==> src/rtl/mem_access_unit.sv <==
// MEM-stage data-bus master: decodes loads/stores, checks alignment, runs one
// req/addr_ok/data_ok transaction at a time and returns the extended load result.
module mem_access_unit #(
   parameter bit STORE_WAIT_DATA_OK = 1'b1
) (
   input  logic        clk_i,
   input  logic        rst_ni,
   input  logic        flush_i,
   input  logic        stall_i,
   input  logic        memen_i,
   input  logic [5:0]  op_i,
   input  logic [31:0] aluout_i,
   input  logic [31:0] rdata2_i,
   input  logic [7:0]  except_i,
   output logic        data_req_o,
   output logic        data_wr_o,
   output logic [1:0]  data_size_o,
   output logic [31:0] data_addr_o,
   output logic [31:0] data_wdata_o,
   input  logic        data_addr_ok_i,
   input  logic        data_data_ok_i,
   input  logic [31:0] data_rdata_i,
   output logic        stall_o,
   output logic [31:0] result_o,
   output logic        adel_o,
   output logic        ades_o,
   output logic [31:0] badvaddr_o
);

   typedef enum logic [2:0] {
      S_IDLE,
      S_REQ,
      S_WAIT,
      S_DONE,
      S_DRAIN
   } state_t;

   state_t      state_reg, state_next;

   logic        is_load, is_store;
   logic [1:0]  size;
   logic        misaligned, access, no_exc, go, issue, posted, pend;
   logic        capture_en, req_int, stall_int;
   logic [5:0]  op_reg;
   logic [1:0]  addr_lo_reg;
   logic [31:0] rdata_reg;
   logic [31:0] wdata_rep;
   logic [7:0]  byte_sel;
   logic [15:0] half_sel;
   logic [31:0] load_ext;

   always_comb begin
      is_load  = 1'b0;
      is_store = 1'b0;
      size     = 2'd2;
      case (op_i)
         6'h20, 6'h24: begin is_load  = 1'b1; size = 2'd0; end
         6'h21, 6'h25: begin is_load  = 1'b1; size = 2'd1; end
         6'h23:        begin is_load  = 1'b1; size = 2'd2; end
         6'h28:        begin is_store = 1'b1; size = 2'd0; end
         6'h29:        begin is_store = 1'b1; size = 2'd1; end
         6'h2B:        begin is_store = 1'b1; size = 2'd2; end
         default:      ;
      endcase
   end

   assign misaligned = ((size == 2'd1) & aluout_i[0]) |
                       ((size == 2'd2) & (aluout_i[1:0] != 2'b00));
   assign access     = memen_i & (is_load | is_store);
   assign no_exc     = (except_i == 8'd0);
   assign go         = access & ~misaligned & no_exc & ~flush_i;
   // A posted store still owed a data_ok holds off the next request.
   assign issue      = go & ~pend;
   assign posted     = is_store & ~STORE_WAIT_DATA_OK;

   always_ff @(posedge clk_i or negedge rst_ni) begin
      if (!rst_ni) begin
         state_reg <= S_IDLE;
      end else begin
         state_reg <= state_next;
      end
   end

   always_comb begin
      state_next = state_reg;
      capture_en = 1'b0;
      req_int    = 1'b0;
      stall_int  = 1'b0;
      case (state_reg)
         S_IDLE: begin
            req_int   = issue;
            stall_int = go;
            if (issue) begin
               if (data_addr_ok_i) begin
                  state_next = posted ? S_DONE : S_WAIT;
               end else begin
                  state_next = S_REQ;
               end
            end
         end
         S_REQ: begin
            req_int   = 1'b1;
            stall_int = 1'b1;
            if (data_addr_ok_i) begin
               if (posted) begin
                  state_next = flush_i ? S_IDLE : S_DONE;
               end else begin
                  state_next = flush_i ? S_DRAIN : S_WAIT;
               end
            end else if (flush_i) begin
               state_next = S_IDLE;
            end
         end
         S_WAIT: begin
            stall_int = 1'b1;
            if (data_data_ok_i) begin
               capture_en = ~flush_i;
               state_next = flush_i ? S_IDLE : S_DONE;
            end else if (flush_i) begin
               state_next = S_DRAIN;
            end
         end
         S_DONE: begin
            if (!stall_i) begin
               state_next = S_IDLE;
            end
         end
         S_DRAIN: begin
            stall_int = 1'b1;
            if (data_data_ok_i) begin
               state_next = S_IDLE;
            end
         end
         default: state_next = S_IDLE;
      endcase
   end

   always_ff @(posedge clk_i or negedge rst_ni) begin
      if (!rst_ni) begin
         op_reg      <= 6'd0;
         addr_lo_reg <= 2'd0;
         rdata_reg   <= 32'd0;
      end else begin
         if (state_reg == S_IDLE && issue) begin
            op_reg      <= op_i;
            addr_lo_reg <= aluout_i[1:0];
         end
         if (capture_en) begin
            rdata_reg <= data_rdata_i;
         end
      end
   end

   generate
      if (!STORE_WAIT_DATA_OK) begin : g_posted
         logic pend_reg;
         logic post_accept;
         assign post_accept = req_int & posted & data_addr_ok_i;
         always_ff @(posedge clk_i or negedge rst_ni) begin
            if (!rst_ni) begin
               pend_reg <= 1'b0;
            end else if (post_accept) begin
               pend_reg <= 1'b1;
            end else if (data_data_ok_i) begin
               pend_reg <= 1'b0;
            end
         end
         assign pend = pend_reg;
      end else begin : g_nonposted
         assign pend = 1'b0;
      end
   endgenerate

   // Store data replicated across every lane the access size can hit.
   genvar gi;
   generate
      for (gi = 0; gi < 4; gi++) begin : g_lane
         assign wdata_rep[8*gi +: 8] = (size == 2'd0) ? rdata2_i[7:0] :
                                       (size == 2'd1) ? rdata2_i[8*(gi%2) +: 8] :
                                                        rdata2_i[8*gi +: 8];
      end
   endgenerate

   always_comb begin
      case (addr_lo_reg)
         2'd0:    byte_sel = rdata_reg[7:0];
         2'd1:    byte_sel = rdata_reg[15:8];
         2'd2:    byte_sel = rdata_reg[23:16];
         default: byte_sel = rdata_reg[31:24];
      endcase
      half_sel = addr_lo_reg[1] ? rdata_reg[31:16] : rdata_reg[15:0];
      load_ext = 32'd0;
      case (op_reg)
         6'h20:   load_ext = {{24{byte_sel[7]}}, byte_sel};
         6'h24:   load_ext = {24'd0, byte_sel};
         6'h21:   load_ext = {{16{half_sel[15]}}, half_sel};
         6'h25:   load_ext = {16'd0, half_sel};
         6'h23:   load_ext = rdata_reg;
         default: load_ext = 32'd0;
      endcase
   end

   assign result_o     = (state_reg == S_DONE) ? load_ext : 32'd0;

   // Outputs are forced low while reset is held, regardless of pipeline inputs.
   assign data_req_o   = rst_ni & req_int;
   assign data_wr_o    = data_req_o & is_store;
   assign data_size_o  = data_req_o ? size : 2'd0;
   assign data_addr_o  = data_req_o ? aluout_i : 32'd0;
   assign data_wdata_o = data_req_o ? wdata_rep : 32'd0;
   assign stall_o      = rst_ni & stall_int;
   assign adel_o       = rst_ni & memen_i & is_load & misaligned & no_exc;
   assign ades_o       = rst_ni & memen_i & is_store & misaligned & no_exc;
   assign badvaddr_o   = (adel_o | ades_o) ? aluout_i : 32'd0;

endmodule
==> config.mk <==
export PLATFORM = sky130hd
export DESIGN_NAME = mem_access_unit
export DESIGN_NICKNAME = d
export VERILOG_FILES = /design/src/rtl/mem_access_unit.sv
export SDC_FILE = /design/constraint.sdc
export NUM_CORES = 1
export LEC_CHECK = 0
export ABC_AREA = 1
export BUFFER_PORTS_ARGS = -buffer_cell sky130_fd_sc_hd__buf_2
export CAP_MARGIN = 20
export CORE_ASPECT_RATIO = 1.25
export CORE_MARGIN = 5
export CORE_UTILIZATION = 47
export DETAILED_ROUTE_END_ITERATION = 8
export PLACE_DENSITY = 0.88
export SLEW_MARGIN = 20
export SYNTH_ARGS = -nofsm -noshare
export SYNTH_HDL_FRONTEND = slang
export SYNTH_SLANG_ARGS = --single-unit
==> constraint.sdc <==
create_clock -name clk_i -period 2.5 [get_ports clk_i]
set_clock_uncertainty 0.2 [all_clocks]
set_input_delay 0 -clock clk_i [delete_from_list [all_inputs] [get_ports clk_i]]
set_output_delay 0 -clock clk_i [all_outputs]
set_load 0.01 [all_outputs]
# Word level (Yosys, flattened, before mapping)
# Index checks and enable logic that the tools add are counted.
[op_classes] reduce_logical=12 n_mux=31 n_eq_ne=26 bitwise_logic=21
[op_table] op="$pmux W32 S5" n=1
[op_table] op="$mux W32" n=4
[op_table] op="$eq A6 B6 Y1 const B" n=13
[op_table] op="$mux W8" n=5
[op_table] op="$mux W3" n=8
[op_table] op="$pmux W8 S3" n=1
[op_table] op="$and A1 B1 Y1" n=16
[op_table] op="$mux W16" n=1
[op_table] op="$pmux W3 S5" n=1
[op_table] op="$reduce_or A3 Y1" n=4
[op_table] op="$logic_not A8 Y1" n=1
[op_table] op="$eq A3 B2 Y1 const B" n=2
[op_table] op="$mux W2" n=3
[op_table] op="$ne A2 B2 Y1 const B" n=3
[op_table] op="$ne A3 B3 Y1 const B" n=2
[op_table] op="$reduce_and A5 Y1" n=1
[op_table] op="$reduce_or A5 Y1" n=1
[op_table] op="$eq A2 B1 Y1 const B" n=2
[op_table] op="$eq A2 B2 Y1 const B" n=2
[op_table] op="$logic_not A2 Y1" n=2
[op_table] op="$mux W1" n=4
[op_table] op="$pmux W1 S2" n=2
[op_table] op="$pmux W2 S2" n=1
[op_table] op="$eq A3 B1 Y1 const B" n=1
[op_table] op="other kinds (6)" n=9
[totals] output_inout_bits=135 register_bits=43

# Depth between registers and ports, before layout
[logic_depth] word_depth=13 ltp_mapped=12 mapped_depth_nobuf=11

# Worst setup path before layout
# Ideal clock, no wire load.
[synth_path] path_kind="reg-to-output" from="register addr_lo_reg[0]" to="output port result_o[21]" slack_ns=0.783 path_stages_with_launch=10 arrival_ns=1.517 cell_sequence="dfrtp_1 > buf_4 > nor2_2 > nand2_1 > nand4_1 > nand3_1 > nand2_1 > inv_2 > buf_2 > a21oi_1"
[synth_via] elab_chain_len=4 elab_cells_between_ends=6 cone_classes="2 x eq/ne; 3 x mux; 1 x reduce/logical"
[synth_lines] item="from (decl)" line_no="45" text="logic [1:0] addr_lo_reg;"
[synth_lines] item="from (signal assigned)" line_no="146" text="addr_lo_reg <= aluout_i[1:0];"
[synth_lines] item="$eq A2 B2 Y1, or another cell as far along" line_no="185" text="case (addr_lo_reg)"
[synth_lines] item="$pmux W8 S3 (*)" line_no="185"
[synth_lines] item="$pmux W32 S5 (*)" line_no="193" text="case (op_reg)"
[synth_lines] item="$mux W32 (*)" line_no="203" text="assign result_o = (state_reg == S_DONE) ? load_ext : 32'd0;"
[synth_lines] item="to (decl)" line_no="24" text="output logic [31:0] result_o,"
# Every way passes the cells marked *; elsewhere a longest branch is shown, timed or not.

# Final worst setup path
[layout_path] from="register state_reg[0]" to="register state_reg[1]"
[layout_via] elab_chain_len=3 elab_cells_between_ends=12 cone_classes="9 x eq/ne; 1 x mux; 2 x reduce/logical"
[layout_lines] item="from (decl)" line_no="38" text="state_t state_reg, state_next;"
[layout_lines] item="from (signal assigned)" line_no="80" text="state_reg <= state_next;"
[layout_lines] item="$eq A3 B2 Y1, or another cell as far along" line_no="89" text="case (state_reg)"
[layout_lines] item="$ne A3 B3 Y1 (no source line) / $ne A2 B2 Y1 (equally long branches)"
[layout_lines] item="$reduce_and A5 Y1 (no source line)"
# Parallel ways exist; a longest one is shown, timed or not.
# A chain may end at the register's enable or synchronous reset.

==> impl_metrics.csv <==
group,metric,value,unit
synthesis,synth_warnings,0,
sta,layout_min_cycle_time,2410,ps
synthesis,syn_inst,638,
clock_tree,root_buffer,"clkbuf_8",
clock_tree,cts_buffers,5,
global_routing,grt_pass1_vias,5198,
flow_run,max-cap-violations,0,
clock_tree,cts_tree,"done",
sta,timing.fmax,0.415,GHz
setup_path,crit_path_max_fanout,6,
cells_and_area,drive_gt1_frac,0.367,
synthesis,synth_seq_cells,43,
cells_and_area,antenna_cells,0,
synthesis,synth_area_leader_cell,"dfrtp_1",
synthesis,syn_area,3930,µm²
detailed_routing,route.vias.total,5347,
setup_path,arrival,2400,ps
global_routing,grt_pass1_wl,26100,µm
cells_and_area,final_cell_mix,"buf_2 (251), nand2_1 (136), nor2_1 (126), inv_1 (104), dlygate4sd3_1 (45)",
sta,setup_viol,0,
cells_and_area,layout.cells.non_filler,1025,
status,status,"completed",
global_routing,grt_max_degree,46,
cells_and_area,final_area,5860,µm²
cells_and_area,final_common_cell,"buf_2",
detailed_routing,via_per_inst,5.22,
synthesis,synth_nets,755,
global_routing,grt-ovfl-total,0,
placed_design,dp.cells,970,
global_routing,antenna_found_initial,0,
die,initial_utilization,0.480,
synthesis,syn-mean-instance-area,6.16,µm²
clock_tree,clk_path_buf_depth,2,
die,io_pins,252,
setup_path,cp.required,2490,ps
placed_design,dpl_cell_area,5270,µm²
worst_hold_path,hold_path.class,"in2reg",
placed_design,io_buffers,251,
setup_path,crit_chain,"nand2_2, nor2_2, buf_4, nand2_2, nand2_1, dlygate4sd3_1, inv_1, nand2_1, dlygate4sd3_1",
sta,tightest_slew,576,ps
sta,hold_viol_final,0,
clock_tree,htree_num_levels,2,
sta,post-route-period-util,0.965,
cells_and_area,area_delta_synth_final,49.1,%
synthesis,synth.distinct_cells,33,
sta,fin_setup_tns,0,ps
synthesis,synth_edf_count,0,
setup_path,cp_slowest_cell,"dlygate4sd3_1",
detailed_routing,drc_errors,0,
power_and_ir_drop,ir_drop,0.000270,V
synthesis,synthArstFlopShare,1.00,
detailed_routing,routed_wl,17100,µm
clock_tree,cts_sinks,43,
setup_path,critPathKind,"reg2reg",
power_and_ir_drop,leakagePower,3.58,nW
die,die_w,91.8,µm
placed_design,hpwlAfterDp,12900,µm
clock_tree,clock_latency,300,ps
synthesis,ys.flop_type,"dfrtp_1",
clock_tree,cts.clk_slew.worst_paths,90,ps
detailed_routing,dr.first_iter.drc_count,535,
setup_path,end_kind,"flop",
synthesis,ys_seq_area_frac,0.274,
die,rows,37,
die,fp.coreArea,8190,µm²
detailed_routing,firstDrtPassIters,6,
sta,rsz0062_at_grt,"false",
die,die_area,10300,µm²
global_routing,track_usage,0.318,
power_and_ir_drop,finalPower,3.37,mW
cells_and_area,largest_reg_flops,32,
detailed_routing,ant_nets,0,
placed_design,place_congestion,0.985,
setup_path,crit_path_max_incr_delay,560,ps
setup_path,cp_num_buf_inv,4,
synthesis,synth_top_area_frac,0.274,
power_and_ir_drop,power_density,574,nW/µm²
detailed_routing,wl_per_cell,16.7,µm
die,die_height,112,µm
setup_path,critical_path.top_delay_family,"buffers and inverters",
cells_and_area,nets,1044,
sta,slew_headroom,0.616,
setup_path,crit_path_start_kind,"flop",
synthesis,synthTopCellsByArea,"dfrtp_1 (27%), nand2_1 (13%), nor2_1 (12%)",
sta,drv_slew,0,
==> what timing repair did <==
action	4_1_cts	5_1_grt
resized for setup	0	14
hold endpoints to repair	84	0
setup endpoints to repair	0	60
hold buffers	45	0
setup buffers	0	2
==> through the flow <==
step / hold slack (ps) / setup slack, ps / utilization
after global routing: 80.3 / 5.63 / 0.716
after global placement: 28.8 / 367 / 0.643
after detailed placement: 24.2 / 388 / 0.643
after CTS: 39.6 / 64.3 / 0.708
final: 43.0 / 87.6 / 0.716
after floorplan: -496 / 783 / -
==> routing by layer <==
| layer | global-route usage | share of wire |
|---|---|---|
| met1 | 0.384 | 0.37 |
| met4 | 0.105 | 0.035 |
| met2 | 0.581 | 0.50 |
| met5 | 0 | 0 |
| met3 | 0.0395 | 0.091 |
==> synthesized netlist by cell type (2+ instances only) <==
library cell and count:
clkbuf_1 11, nor2_2 10, nor2_4 12, buf_2 15, nand2_2 2, o21ai_0 40
nand3_1 28, o211ai_1 2, a21oi_1 39, nor3_1 4, buf_6 2, nand2_1 139
a31oi_1 3, nand4_1 3, o22ai_1 3, inv_1 104, dfrtp_1 43, nor3_2 3
nor2_1 128, o21bai_1 2, inv_2 4, a22oi_1 8, mux2_2 23
==> power by group <==
group | internal [mW] | switching (mW)
Sequential | 0.966 | 0.314
Combinational | 0.692 | 0.949
Clock | 0.196 | 0.250
==> layout make-up <==
cell class / count / area, µm²
clock buffers: 6 / 72.6
clock inverters: 2 / 12.5
fillers: 656 / 2330
inverters: 108 / 410
multi-input cells: 456 / 2320
flip-flops and latches: 43 / 1080
well taps: 97 / 121
repair buffers: 313 / 1850
==> path summary, 6_finish.rpt <==
path	to	from	slack, ps	cells after the start
setup / recovery	state_reg[1]	state_reg[0]	90	9
hold / removal	op_reg[5]	except_i[6]	40	6
setup reg to reg	state_reg[1]	state_reg[0]	90	9
hold reg to reg	op_reg[5]	op_reg[5]	280	2
max in group asynchronous	state_reg[0]	rst_ni	1420	3
min in group asynchronous	rdata_reg[5]	rst_ni	270	3
==> worst register-to-register path, cell delays in order, from the launching register on <==
cell           delay, ps
dfrtp_2              470
nand2_2               90
nor2_2                40
buf_4                160
nand2_2               80
nand2_1               50
dlygate4sd3_1        550
inv_1                 60
nand2_1               40
dlygate4sd3_1        560
==> cell families after synthesis <==
logic type / share of synthesized area
AOI/OAI and AO/OA: 0.141
DFF: 0.274
buffers and inverters: 0.146
and+or+nand+nor: 0.373
muxes: 0.0659
(Power assumes the default switching activity.)
